## config.mk

```make
export PLATFORM = sky130hd
export DESIGN_NAME = axi4_lite_regbank
export DESIGN_NICKNAME = d
export VERILOG_FILES = /design/src/rtl/axi4_lite_regbank.sv
export SDC_FILE = /design/constraint.sdc
export NUM_CORES = 1
export LEC_CHECK = 0
export ABC_AREA = 1
export CAP_MARGIN = 20
export CORE_AREA = 3 3 445 447
export DETAILED_ROUTE_END_ITERATION = 12
export DIE_AREA = 0 0 448 450
export SETUP_SLACK_MARGIN = 0.2
export SLEW_MARGIN = 10
export SYNTH_ARGS = -nofsm -noshare
export SYNTH_HDL_FRONTEND = slang
export SYNTH_SLANG_ARGS = --single-unit
```

## constraint.sdc

```tcl
create_clock -name ACLK -period 2.77 [get_ports ACLK]
set_input_delay 0.554 -clock ACLK [delete_from_list [all_inputs] [get_ports ACLK]]
set_output_delay 0.554 -clock ACLK [all_outputs]
set_load 0.05 [all_outputs]
```

## src/rtl/axi4_lite_regbank.sv

```systemverilog
// AXI4-Lite slave register bank with byte strobes and read-only slots fed from ro_in.
// Register contents and per-register write strobes are exported to fabric logic.
module axi4_lite_regbank #(
    parameter int                  DATA_WIDTH = 32,
    parameter int                  ADDR_WIDTH = 8,
    parameter int                  NUM_REGS   = 16,
    parameter logic [NUM_REGS-1:0] RO_MASK    = '0
) (
    input  logic                           ACLK,
    input  logic                           ARESET,
    input  logic [ADDR_WIDTH-1:0]          AWADDR,
    input  logic                           AWVALID,
    output logic                           AWREADY,
    input  logic [DATA_WIDTH-1:0]          WDATA,
    input  logic [DATA_WIDTH/8-1:0]        WSTRB,
    input  logic                           WVALID,
    output logic                           WREADY,
    output logic [1:0]                     BRESP,
    output logic                           BVALID,
    input  logic                           BREADY,
    input  logic [ADDR_WIDTH-1:0]          ARADDR,
    input  logic                           ARVALID,
    output logic                           ARREADY,
    output logic [DATA_WIDTH-1:0]          RDATA,
    output logic [1:0]                     RRESP,
    output logic                           RVALID,
    input  logic                           RREADY,
    output logic [NUM_REGS*DATA_WIDTH-1:0] reg_out,
    input  logic [NUM_REGS*DATA_WIDTH-1:0] ro_in,
    output logic [NUM_REGS-1:0]            wr_pulse
);

    localparam int STRB_W   = DATA_WIDTH / 8;
    localparam int ADDR_LSB = $clog2(STRB_W);
    localparam int IDX_W    = ADDR_WIDTH - ADDR_LSB;

    typedef enum logic [1:0] {
        IDLE,
        HAVE_AW,
        HAVE_W,
        RESP
    } wr_state_t;

    wr_state_t state, state_next;

    logic                  aw_held;
    logic                  w_held;
    logic                  aw_hs;
    logic                  w_hs;
    logic                  ar_hs;
    logic                  commit;
    logic [ADDR_WIDTH-1:0] awaddr_q;
    logic [DATA_WIDTH-1:0] wdata_q;
    logic [STRB_W-1:0]     wstrb_q;
    logic [ADDR_WIDTH-1:0] wr_addr;
    logic [DATA_WIDTH-1:0] wr_data;
    logic [STRB_W-1:0]     wr_strb;
    logic [IDX_W-1:0]      wr_idx;
    logic [IDX_W-1:0]      rd_idx;
    logic [NUM_REGS-1:0]   wr_sel;
    logic                  wr_ok;
    logic [DATA_WIDTH-1:0] regs [NUM_REGS];
    logic [DATA_WIDTH-1:0] rd_data;
    logic                  rd_err;
    logic [1:0]            bresp_q;
    logic                  rvalid_q;
    logic [1:0]            rresp_q;
    logic [DATA_WIDTH-1:0] rdata_q;
    logic [NUM_REGS-1:0]   wr_pulse_q;
    logic                  unused_bits;

    assign aw_held = (state == HAVE_AW);
    assign w_held  = (state == HAVE_W);
    assign BVALID  = (state == RESP);
    assign AWREADY = !aw_held && !BVALID;
    assign WREADY  = !w_held && !BVALID;
    assign ARREADY = !rvalid_q;
    assign aw_hs   = AWVALID && AWREADY;
    assign w_hs    = WVALID && WREADY;
    assign ar_hs   = ARVALID && ARREADY;

    always_ff @(posedge ACLK) begin
        if (ARESET) begin
            state <= IDLE;
        end else begin
            state <= state_next;
        end
    end

    // Commit fires on whichever edge completes the second of the AW/W handshakes.
    always_comb begin
        state_next = state;
        commit     = 1'b0;
        case (state)
            IDLE: begin
                if (aw_hs && w_hs) begin
                    state_next = RESP;
                    commit     = 1'b1;
                end else if (aw_hs) begin
                    state_next = HAVE_AW;
                end else if (w_hs) begin
                    state_next = HAVE_W;
                end
            end
            HAVE_AW: begin
                if (w_hs) begin
                    state_next = RESP;
                    commit     = 1'b1;
                end
            end
            HAVE_W: begin
                if (aw_hs) begin
                    state_next = RESP;
                    commit     = 1'b1;
                end
            end
            RESP: begin
                if (BREADY) begin
                    state_next = IDLE;
                end
            end
            default: state_next = IDLE;
        endcase
    end

    // Use the live bus value for whichever half is handshaking on the commit edge.
    assign wr_addr = aw_hs ? AWADDR : awaddr_q;
    assign wr_data = w_hs ? WDATA : wdata_q;
    assign wr_strb = w_hs ? WSTRB : wstrb_q;
    assign wr_idx  = wr_addr[ADDR_WIDTH-1:ADDR_LSB];
    assign rd_idx  = ARADDR[ADDR_WIDTH-1:ADDR_LSB];

    always_comb begin
        wr_sel = '0;
        for (int i = 0; i < NUM_REGS; i++) begin
            wr_sel[i] = commit && (wr_idx == IDX_W'(i)) && !RO_MASK[i];
        end
    end

    assign wr_ok = |wr_sel;

    always_ff @(posedge ACLK) begin
        if (ARESET) begin
            for (int i = 0; i < NUM_REGS; i++) begin
                regs[i] <= '0;
            end
        end else begin
            for (int i = 0; i < NUM_REGS; i++) begin
                for (int k = 0; k < STRB_W; k++) begin
                    if (wr_sel[i] && wr_strb[k]) begin
                        regs[i][k*8 +: 8] <= wr_data[k*8 +: 8];
                    end
                end
            end
        end
    end

    always_ff @(posedge ACLK) begin
        if (ARESET) begin
            awaddr_q   <= '0;
            wdata_q    <= '0;
            wstrb_q    <= '0;
            bresp_q    <= 2'b00;
            wr_pulse_q <= '0;
        end else begin
            if (aw_hs) begin
                awaddr_q <= AWADDR;
            end
            if (w_hs) begin
                wdata_q <= WDATA;
                wstrb_q <= WSTRB;
            end
            if (commit) begin
                bresp_q <= wr_ok ? 2'b00 : 2'b10;
            end
            wr_pulse_q <= wr_sel;
        end
    end

    // Out-of-range index keeps rd_err set and data zero.
    always_comb begin
        rd_data = '0;
        rd_err  = 1'b1;
        for (int i = 0; i < NUM_REGS; i++) begin
            if (rd_idx == IDX_W'(i)) begin
                rd_err  = 1'b0;
                rd_data = RO_MASK[i] ? ro_in[i*DATA_WIDTH +: DATA_WIDTH] : regs[i];
            end
        end
    end

    always_ff @(posedge ACLK) begin
        if (ARESET) begin
            rvalid_q <= 1'b0;
            rdata_q  <= '0;
            rresp_q  <= 2'b00;
        end else if (ar_hs) begin
            rvalid_q <= 1'b1;
            rdata_q  <= rd_data;
            rresp_q  <= rd_err ? 2'b10 : 2'b00;
        end else if (rvalid_q && RREADY) begin
            rvalid_q <= 1'b0;
        end
    end

    assign BRESP    = bresp_q;
    assign RVALID   = rvalid_q;
    assign RDATA    = rdata_q;
    assign RRESP    = rresp_q;
    assign wr_pulse = wr_pulse_q;

    for (genvar g = 0; g < NUM_REGS; g++) begin : g_reg_out
        assign reg_out[g*DATA_WIDTH +: DATA_WIDTH] = regs[g];
    end

    // ro_in slices of writable registers and sub-word address bits are intentionally ignored.
    assign unused_bits = ^{ro_in, wr_addr[ADDR_LSB-1:0], ARADDR[ADDR_LSB-1:0]};

endmodule
```

==> results of run 1 <==
## Yosys cell counts (all sizes together) (3+ instances only)
| cell | instances | area (um2) |
|---|---|---|
| nand2 | 630 | 2520 |
| edfxtp | 512 | 15400 |
| nor2 | 493 | 1960 |
| inv | 200 | 751 |
| dfxtp | 95 | 1900 |
| a21oi | 79 | 395 |
| o21ai | 77 | 400 |
| clkbuf | 75 | 282 |
| nand3 | 59 | 300 |
| nand4 | 54 | 353 |
| buf | 39 | 205 |
| nor3 | 30 | 155 |
| a221oi | 27 | 236 |
| o221a | 21 | 236 |
| or2 | 21 | 131 |
| clkinv | 7 | 26.3 |
| ha | 4 | 50.1 |
| a22o | 3 | 26.3 |
| a31oi | 3 | 18.8 |
## state kept, by name, indices dropped and copies added, names as in the netlist
register	count
state	2
RDATA	32
RVALID	1
RRESP	1
regs	512
BRESP	1
wdata_q	32
wstrb_q	4
awaddr_q	6
wr_pulse	16
## power by group through the flow
stage / registers [W] / logic [W] / clock network (W)
2_1_floorplan: 0.0134 / 0.00172 / 0
3_3_place_gp: 0.0115 / 0.00755 / 0
3_5_place_dp: 0.0115 / 0.00759 / 0
4_1_cts: 0.0113 / 0.00771 / 0.00990
5_1_grt: 0.0114 / 0.00813 / 0.0102
6_report: 0.0113 / 0.00779 / 0.00973
## timing repair
item	CTS	global route
hold buffers	0	0
pin swaps	8	10
gates resized for setup	158	176
cloned	0	0
hold endpoints to repair	0	0
setup buffers	10	11
setup endpoints to repair	704	717
## layout make-up
type                    instances  share of cell area
diodes                          7            0.000414
clock buffers                  88              0.0452
clock inverters                40              0.0108
inverters                     207              0.0193
multi-input cells            1515               0.193
flip-flops and latches        607               0.409
well taps                    2542              0.0752
repair buffers               1013               0.248
## how the worst max path moves through the flow
stage                         start     endpoint  slack (ns)
after global routing       state[1]  regs[0][66]        0.03
final                      state[1]  regs[0][69]        0.14
after detailed placement  ARADDR[3]    RDATA[24]       -0.96
after floorplan            state[0]  regs[0][72]        0.19
after global placement    ARADDR[3]    RDATA[24]       -0.98
after CTS                  state[0]  regs[0][69]        0.15
## per-layer routing
metal / global-route usage / vias to the layer above
met4: 0.0982 / 0
met2: 0.280 / 931
met3: 0.0291 / 299
met1: 0.140 / 11100
met5: 0 / -
li1: - / 10100
## worst min-delay path: stages
cell and delay [ns]:
buf_2 0.14, buf_4 0.21, nor2_1 0.10
## kinds of logic after synthesis
logic type,after synthesis
compound gates,216
buf+inv,321
simple gates,1293
flops,607
other cells,1
fa+ha+maj,4
## stage by stage
| step | total power [W] | std cells | util | setup TNS [ns] | hold WS (ns) |
|---|---|---|---|---|---|
| floorplan | 0.0151 | 2443 | - | 0 | 0.451 |
| global placement | 0.0190 | 5863 | 0.199 | -167.05 | 0.454 |
| detailed placement | 0.0191 | 5863 | 0.199 | -189.60 | 0.457 |
| CTS | 0.0289 | 6001 | 0.213 | 0 | 0.322 |
| global route | 0.0298 | 6016 | 0.217 | 0 | 0.368 |
| finish | 0.0288 | 6019 | 0.217 | 0 | 0.388 |
==> flow_metrics.env, run 1 <==
export IMPL_status="finished, final reports clean"
export IMPL_regArea_um2=17300
export IMPL_grt_max_degree=57
export IMPL_worst_pin_slew_ns=0.822
export IMPL_hold_path_end="wstrb_q[1]"
export IMPL_synth_area_mux_share=0
export IMPL_start_util=0.131
export IMPL_combPwrFrac=0.270
export IMPL_fin_worst_skew_ns=0.0395
export IMPL_fp_dieH_um=450
export IMPL_rr_worst_depth=14
export IMPL_dp_hpwl_um=127000
export IMPL_p_sw_w=0.0100
export IMPL_rows=162
export IMPL_wl_per_cell_um=25.2
export IMPL_postSynthAreaPerCell_um2=10.4
export IMPL_final_common_cell="nand2_1"
export IMPL_synth_edf_count=512
export IMPL_wirelength_um=152000
export IMPL_reg2reg_slack_ns=0.14
export IMPL_dr_pass1_iters=5
export IMPL_grt_pass1_wl_um=200000
export IMPL_crit_family="simple AND/OR/NAND/NOR gates"
export IMPL_cap_viol_max_count=0
export IMPL_p_leak_nw=16.3
export IMPL_drcViolationCount=0
export IMPL_powerDensity_nw_per_um2=682
export IMPL_io_pins=1140
export IMPL_layout_nets=3989
export IMPL_multiInputGateArea_um2=8140
export IMPL_met2_length_um=82000
export IMPL_pwr_share_clk=0.337
export IMPL_netlist_area_um2=25400
export IMPL_vias_per_cell=3.73
export IMPL_drtIter0Drc=1712
export IMPL_timing_rr_end="regs[0][69]"
export IMPL_syn2layout_area_growth_pct=66.3
export IMPL_crit_buf_inv=5
export IMPL_report_final_slew_viol_count=0
export IMPL_core_area_um2=195000
export IMPL_ys_seq_elements=607
export IMPL_synthAdderAreaFrac=0.00197
export IMPL_rsz0062_at_grt="true"
export IMPL_yosys_warnings=0
export IMPL_hp_start="ARESET"
export IMPL_mostFrequentLayoutCells="nand2_1, edfxtp_1, clkdlybuf4s50_1"
export IMPL_cts_root_buf="clkbuf_16"
export IMPL_gp_congestion=0.918
export IMPL_routed_via_count=22500
export IMPL_cts_buffers_inserted=70
export IMPL_groute_usage_overall=0.146
export IMPL_dp_slack_ns=-0.961
export IMPL_cts_tree="done"
export IMPL_hold_path_class="in2reg"
export IMPL_cp_start_kind="flop"
export IMPL_ys_async_sr_fraction=0
export IMPL_ys_types=46
export IMPL_ir_worst_vdd_mv=0.658
export IMPL_synthFlopType="edfxtp_1"
export IMPL_antenna_found_initial=16
export IMPL_numPortBuffers=621
export IMPL_wl_met3_um=8250
export IMPL_critPathMaxStageDelay_ns=0.38
export IMPL_setup_viol=0
export IMPL_timing_fmax_mhz=380
export IMPL_setup_ws_ns=0.137
export IMPL_power_internal_w=0.0188
export IMPL_grt_ovfl_total=0
export IMPL_switching_share=0.348
export IMPL_wl_met1_um=48800
export IMPL_clk_latency_ns=0.68
export IMPL_stdcell_area_um2=42300
export IMPL_cts_num_sinks=607
export IMPL_drtAntennaViolNets=0
export IMPL_relSlewSlack=0.454
export IMPL_clk_pin_slew_ns=0.06
export IMPL_die_area_um2=202000
export IMPL_cp_depth=14
export IMPL_die_w_um=448
export IMPL_clockBufferDepth=3
export IMPL_min_path_cells=3
export IMPL_synth_simple_area_share=0.215
export IMPL_worstReg2RegStart="state[1]"
export IMPL_cpMostUsedCell="nand2_8"
export IMPL_grt_pass1_vias=22900
export IMPL_cp_required_ns=3.13
export IMPL_period_needed_ns=2.63
export IMPL_htreeDepth=3
export IMPL_crit_path_max_fanout=8
export IMPL_p_seq_frac=0.393
export IMPL_synth_seq_area_share=0.679
export IMPL_hold_viol=0
export IMPL_period_share=0.950
export IMPL_dpl_cell_area_um2=38800
export IMPL_crit_arrival_ns=2.99
export IMPL_highest_layer="met4"
export IMPL_synth_compound_area_frac=0.0534
export IMPL_syn_inst=2442
export IMPL_n_fill_cell=20900
export IMPL_synth_xor_area_frac=0
export IMPL_crit_type="reg2reg"
export IMPL_cp_end_kind="flop"
export IMPL_drive_gt1_frac=0.240
export IMPL_synth_top_family_by_area="simple AND/OR/NAND/NOR gates"
export IMPL_slowest_stage="dfxtp_4"
export IMPL_path_cells="inv_4 > ha_4 > nor2_4 > nand2_8 > inv_8 > or2_4 > o21ai_4 > buf_6 > nor4_4 > bufinv_8 > nor2_8 > buf_12 > nand2_8 > nand2_8"
No activity file was read; power rests on OpenSTA's default activity.
==> inputs of run 2 (changes only) <==
- SKIP_CTS_REPAIR_TIMING: default -> 1
==> run 2 against run 1 <==
  * Final area decreased by 1.6%
  * Core utilization decreased by 0.35 points
  * Via count decreased by 0.23%
  * Register-to-register slack got worse by 0.06 ns
  * Die area unchanged
  * Total power decreased by 0.69%
  * Sequential share of layout area increased by 0.66 points
  * Non-clock buffer count decreased by 13
  * Combinational power decreased by 2.7%
  * Global-route usage about the same
==> flow_metrics.env, run 2 (synthesis gave the netlist of run 1 again) <==
export IMPL_pwr_share_clk=0.340
export IMPL_drive_gt1_frac=0.222
export IMPL_die_w_um=448
export IMPL_htreeDepth=3
export IMPL_switching_share=0.345
export IMPL_clockBufferDepth=3
export IMPL_rows=162
export IMPL_largest_reg_flops=512
export IMPL_p_leak_nw=15.9
export IMPL_drcViolationCount=0
export IMPL_power_internal_w=0.0188
export IMPL_dp_slack_ns=-0.961
export IMPL_fp_dieH_um=450
export IMPL_syn2layout_area_growth_pct=63.6
export IMPL_period_share=0.980
export IMPL_cp_required_ns=2.22
export IMPL_io_pins=1140
export IMPL_grt_max_degree=57
export IMPL_wl_per_cell_um=25.2
export IMPL_crit_arrival_ns=2.16
export IMPL_cap_viol_max_count=0
export IMPL_period_needed_ns=2.71
export IMPL_grt_ovfl_total=0
export IMPL_p_seq_frac=0.395
export IMPL_drtIter0Drc=1739
export IMPL_clk_latency_ns=0.68
export IMPL_crit_path_max_fanout=2
export IMPL_start_util=0.131
export IMPL_crit_type="reg2out"
export IMPL_final_common_cell="clkdlybuf4s50_1"
export IMPL_n_fill_cell=21000
export IMPL_clk_pin_slew_ns=0.06
export IMPL_powerDensity_nw_per_um2=688
export IMPL_cp_end_kind="output pin"
export IMPL_status="finished, final reports clean"
export IMPL_relSlewSlack=0.418
export IMPL_mostFrequentLayoutCells="clkdlybuf4s50_1, nand2_1, edfxtp_1"
export IMPL_cts_num_sinks=607
export IMPL_dp_hpwl_um=127000
export IMPL_critPathMaxStageDelay_ns=0.89
export IMPL_cts_buffers_inserted=70
export IMPL_hold_viol=0
export IMPL_hold_path_class="in2reg"
export IMPL_path_cells="clkdlybuf4s50_1"
export IMPL_p_sw_w=0.00988
export IMPL_crit_buf_inv=1
export IMPL_dp_cells=5863
export IMPL_largest_register="regs"
export IMPL_dr_pass1_iters=8
export IMPL_cts_root_buf="clkbuf_16"
export IMPL_die_area_um2=202000
export IMPL_rsz0062_at_grt="true"
export IMPL_slowest_stage="clkdlybuf4s50_1"
export IMPL_cts_tree="done"
export IMPL_gp_congestion=0.918
export IMPL_core_area_um2=195000
export IMPL_fin_worst_skew_ns=0.0400
export IMPL_layout_nets=3976
export IMPL_antenna_found_initial=11
export IMPL_setup_ws_ns=0.0551
export IMPL_grt_pass1_vias=22800
export IMPL_cp_start_kind="flop"
export IMPL_combPwrFrac=0.265
export IMPL_setup_viol=0
export IMPL_crit_family="buffers and inverters"
export IMPL_p_total_w=0.0286
export IMPL_routed_via_count=22400
export IMPL_drtAntennaViolNets=0
export IMPL_vias_per_cell=3.73
export IMPL_worst_pin_slew_ns=0.870
export IMPL_groute_usage_overall=0.146
export IMPL_fin_cells=6007
export IMPL_numPortBuffers=621
export IMPL_timing_fmax_mhz=368
export IMPL_report_final_slew_viol_count=0
export IMPL_grt_pass1_wl_um=199000
export IMPL_ir_worst_vdd_mv=0.669
export IMPL_wirelength_um=151000
## run 2: cell count changes in the layout (fill, tap and decap cells not counted), sizes merged, moves of 2 or more
| cell | change |
|---|---|
| dlygate4sd2 | -87 |
| clkdlybuf4s50 | +86 |
| buf | -13 |
| dlymetal6s2s | +2 |
## run 2: cell type report
class                      count  area (um2)  area share
sequential                   607       17300       0.415
timing repair buffer        1000       10400       0.250
multi-input combinational   1515        7570       0.182
tap                         2542        3180      0.0764
clock buffer                  88        1910      0.0459
inverter                     207         805      0.0193
clock inverter                40         458      0.0110
antenna                        8        20.0    0.000481
## run 2: stage by stage
step           hold slack, ns  instance area (um2)   util  TNS, ns
4_1_cts                 0.322                41200  0.212    -1.40
2_1_floorplan           0.451                25800      -        0
6_report                0.386                41600  0.214        0
5_1_grt                 0.375                41600  0.214    -2.02
3_3_place_gp            0.454                38800  0.199  -167.05
3_5_place_dp            0.457                38800  0.199  -189.60
## run 2: path summary, 6_finish.rpt
check | start | end | slack (ns) | cells after the start
setup / recovery | regs[1][13] | reg_out[269] | 0.06 | 1
hold / removal | ARESET | wstrb_q[1] | 0.39 | 3
setup reg to reg | state[1] | regs[0][69] | 0.08 | 14
hold reg to reg | RDATA[12] | RDATA[12] | 0.47 | 2
## run 2: power groups by stage
stage                     combinational [W]  clock [W]  sequential (W)
after floorplan                     0.00172          0          0.0134
after global placement              0.00755          0          0.0115
after detailed placement            0.00759          0          0.0115
after CTS                           0.00761    0.00990          0.0113
after global routing                0.00793     0.0102          0.0114
final                               0.00758    0.00974          0.0113
## run 2: layer usage
layer	part of all wire	global-route usage
met5	0	0
met3	0.053	0.0275
met4	0.083	0.101
met1	0.32	0.140
met2	0.54	0.278
==> inputs of run 3 (changes only) <==
- CORE_AREA: 3 3 445 447 -> 3 3 442 444
- DIE_AREA: 0 0 448 450 -> 0 0 445 447
- clock period: 2.77 -> 3.2 ns (I/O delays scaled with it)
==> run 3 against run 2 <==
  * Register-to-register slack improved by 0.36 ns
  * Clock power fell by 16%
  * First-iteration DRC count rose by 12%
  * Hold slack improved by 0.022 ns
==> flow_metrics.env, run 3 (synthesis gave the netlist of run 1 again) <==
export IMPL_status="finished, final reports clean"
export IMPL_slowest_stage="clkdlybuf4s50_1"
export IMPL_worstReg2RegStart="state[1]"
export IMPL_cap_viol_max_count=0
export IMPL_rsz0062_at_grt="true"
export IMPL_drtAntennaViolNets=0
export IMPL_drcViolationCount=0
export IMPL_tns_ns=0
export IMPL_relSlewSlack=0.439
export IMPL_crit_family="buffers and inverters"
export IMPL_numPortBuffers=621
export IMPL_p_sw_w=0.00831
export IMPL_final_common_cell="clkdlybuf4s50_1"
export IMPL_largest_register="regs"
export IMPL_regArea_um2=17300
export IMPL_clk_pin_slew_ns=0.06
export IMPL_setup_worst_path_start="regs[1][77]"
export IMPL_combPwrFrac=0.255
export IMPL_syn2layout_area_growth_pct=59.9
export IMPL_rr_worst_depth=13
export IMPL_timing_rr_end="regs[1][72]"
export IMPL_cp_required_ns=2.56
export IMPL_layout_nets=3987
export IMPL_period_share=0.909
export IMPL_multiInputGateArea_um2=6960
export IMPL_n_fill_cell=20600
export IMPL_p_seq_frac=0.407
export IMPL_p_leak_nw=15.6
export IMPL_switching_share=0.345
export IMPL_drtIter0Drc=1947
export IMPL_drive_gt1_frac=0.184
export IMPL_crit_arrival_ns=2.27
export IMPL_hold_viol=0
export IMPL_clockBufferDepth=3
export IMPL_die_w_um=445
export IMPL_powerDensity_nw_per_um2=592
export IMPL_die_area_um2=199000
export IMPL_power_internal_w=0.0158
export IMPL_cp_end_kind="output pin"
export IMPL_min_path_cells=4
export IMPL_hold_path_end="wdata_q[30]"
export IMPL_mostFrequentLayoutCells="clkdlybuf4s50_1, nand2_1, edfxtp_1"
export IMPL_antenna_found_initial=13
export IMPL_io_pins=1140
export IMPL_crit_type="reg2out"
export IMPL_critPathMaxStageDelay_ns=0.92
export IMPL_stdcell_area_um2=40700
export IMPL_cp_start_kind="flop"
export IMPL_report_final_slew_viol_count=0
export IMPL_crit_path_max_fanout=2
export IMPL_wirelength_um=152000
export IMPL_rows=161
export IMPL_reg2reg_slack_ns=0.44
export IMPL_cts_tree="done"
export IMPL_crit_buf_inv=1
export IMPL_clk_latency_ns=0.66
export IMPL_vias_per_cell=3.75
export IMPL_wl_per_cell_um=25.3
export IMPL_ir_worst_vdd_mv=0.575
export IMPL_grt_ovfl_total=0
export IMPL_routed_via_count=22500
export IMPL_period_needed_ns=2.91
export IMPL_path_cells="clkdlybuf4s50_1"
export IMPL_start_util=0.132
export IMPL_htreeDepth=3
export IMPL_grt_max_degree=44
export IMPL_cts_num_sinks=607
export IMPL_hp_start="ARESET"
export IMPL_groute_usage_overall=0.146
export IMPL_worst_pin_slew_ns=0.839
export IMPL_dr_pass1_iters=5
export IMPL_grt_pass1_vias=22200
export IMPL_pwr_share_clk=0.338
export IMPL_fp_dieH_um=447
export IMPL_timing_fmax_mhz=344
export IMPL_cts_root_buf="clkbuf_16"
export IMPL_cts_buffers_inserted=69
export IMPL_dpl_cell_area_um2=38300
export IMPL_largest_reg_flops=512
export IMPL_core_area_um2=192000
export IMPL_grt_pass1_wl_um=195000
export IMPL_gp_congestion=0.909
export IMPL_fin_worst_skew_ns=0.0331
export IMPL_dp_hpwl_um=126000
export IMPL_hold_path_class="in2reg"
export IMPL_setup_viol=0
## run 3: worst max path at each step
stage	endpoint	cells past startpoint
after global placement	RDATA[24]	18
after global routing	RDATA[7]	19
after CTS	AWREADY	4
after floorplan	regs[1][192]	9
after detailed placement	RDATA[24]	18
final	reg_out[333]	1
## run 3: power by group through the flow
stage / logic (W) / registers [W] / clock network [W]
finish: 0.00614 / 0.00980 / 0.00814
global route: 0.00641 / 0.00984 / 0.00858
CTS: 0.00625 / 0.00979 / 0.00831
detailed placement: 0.00623 / 0.00995 / 0
global placement: 0.00620 / 0.00994 / 0
floorplan: 0.00134 / 0.0116 / 0
## run 3: per-stage QoR
stage                     hold slack, ns  total power [W]  instances   util  setup slack, ns
after global placement             0.456           0.0161       5864  0.199           -0.457
after detailed placement           0.458           0.0162       5864  0.199           -0.454
after global routing               0.415           0.0248       5997  0.212            0.191
after floorplan                    0.451           0.0129       2443      -           0.0686
after CTS                          0.340           0.0243       5988  0.211            0.115
final                              0.408           0.0241       5999  0.212            0.291
## run 3: layer usage
| layer | global-route usage | vias up | wire (um) |
|---|---|---|---|
| met2 | 0.288 | 911 | 84200 |
| li1 | - | 10100 | - |
| met4 | 0.0868 | 4 | 10100 |
| met5 | 0 | - | 23 |
| met3 | 0.0299 | 281 | 8360 |
| met1 | 0.138 | 11200 | 48900 |
## run 3: area by class of cell
cell class              instances  area share
clock inverters                32     0.00898
diodes                          8    0.000492
multi-input cells            1515       0.171
flip-flops and latches        607       0.425
clock buffers                  92      0.0469
inverters                     207      0.0192
well taps                    2526      0.0777
repair buffers               1012       0.251
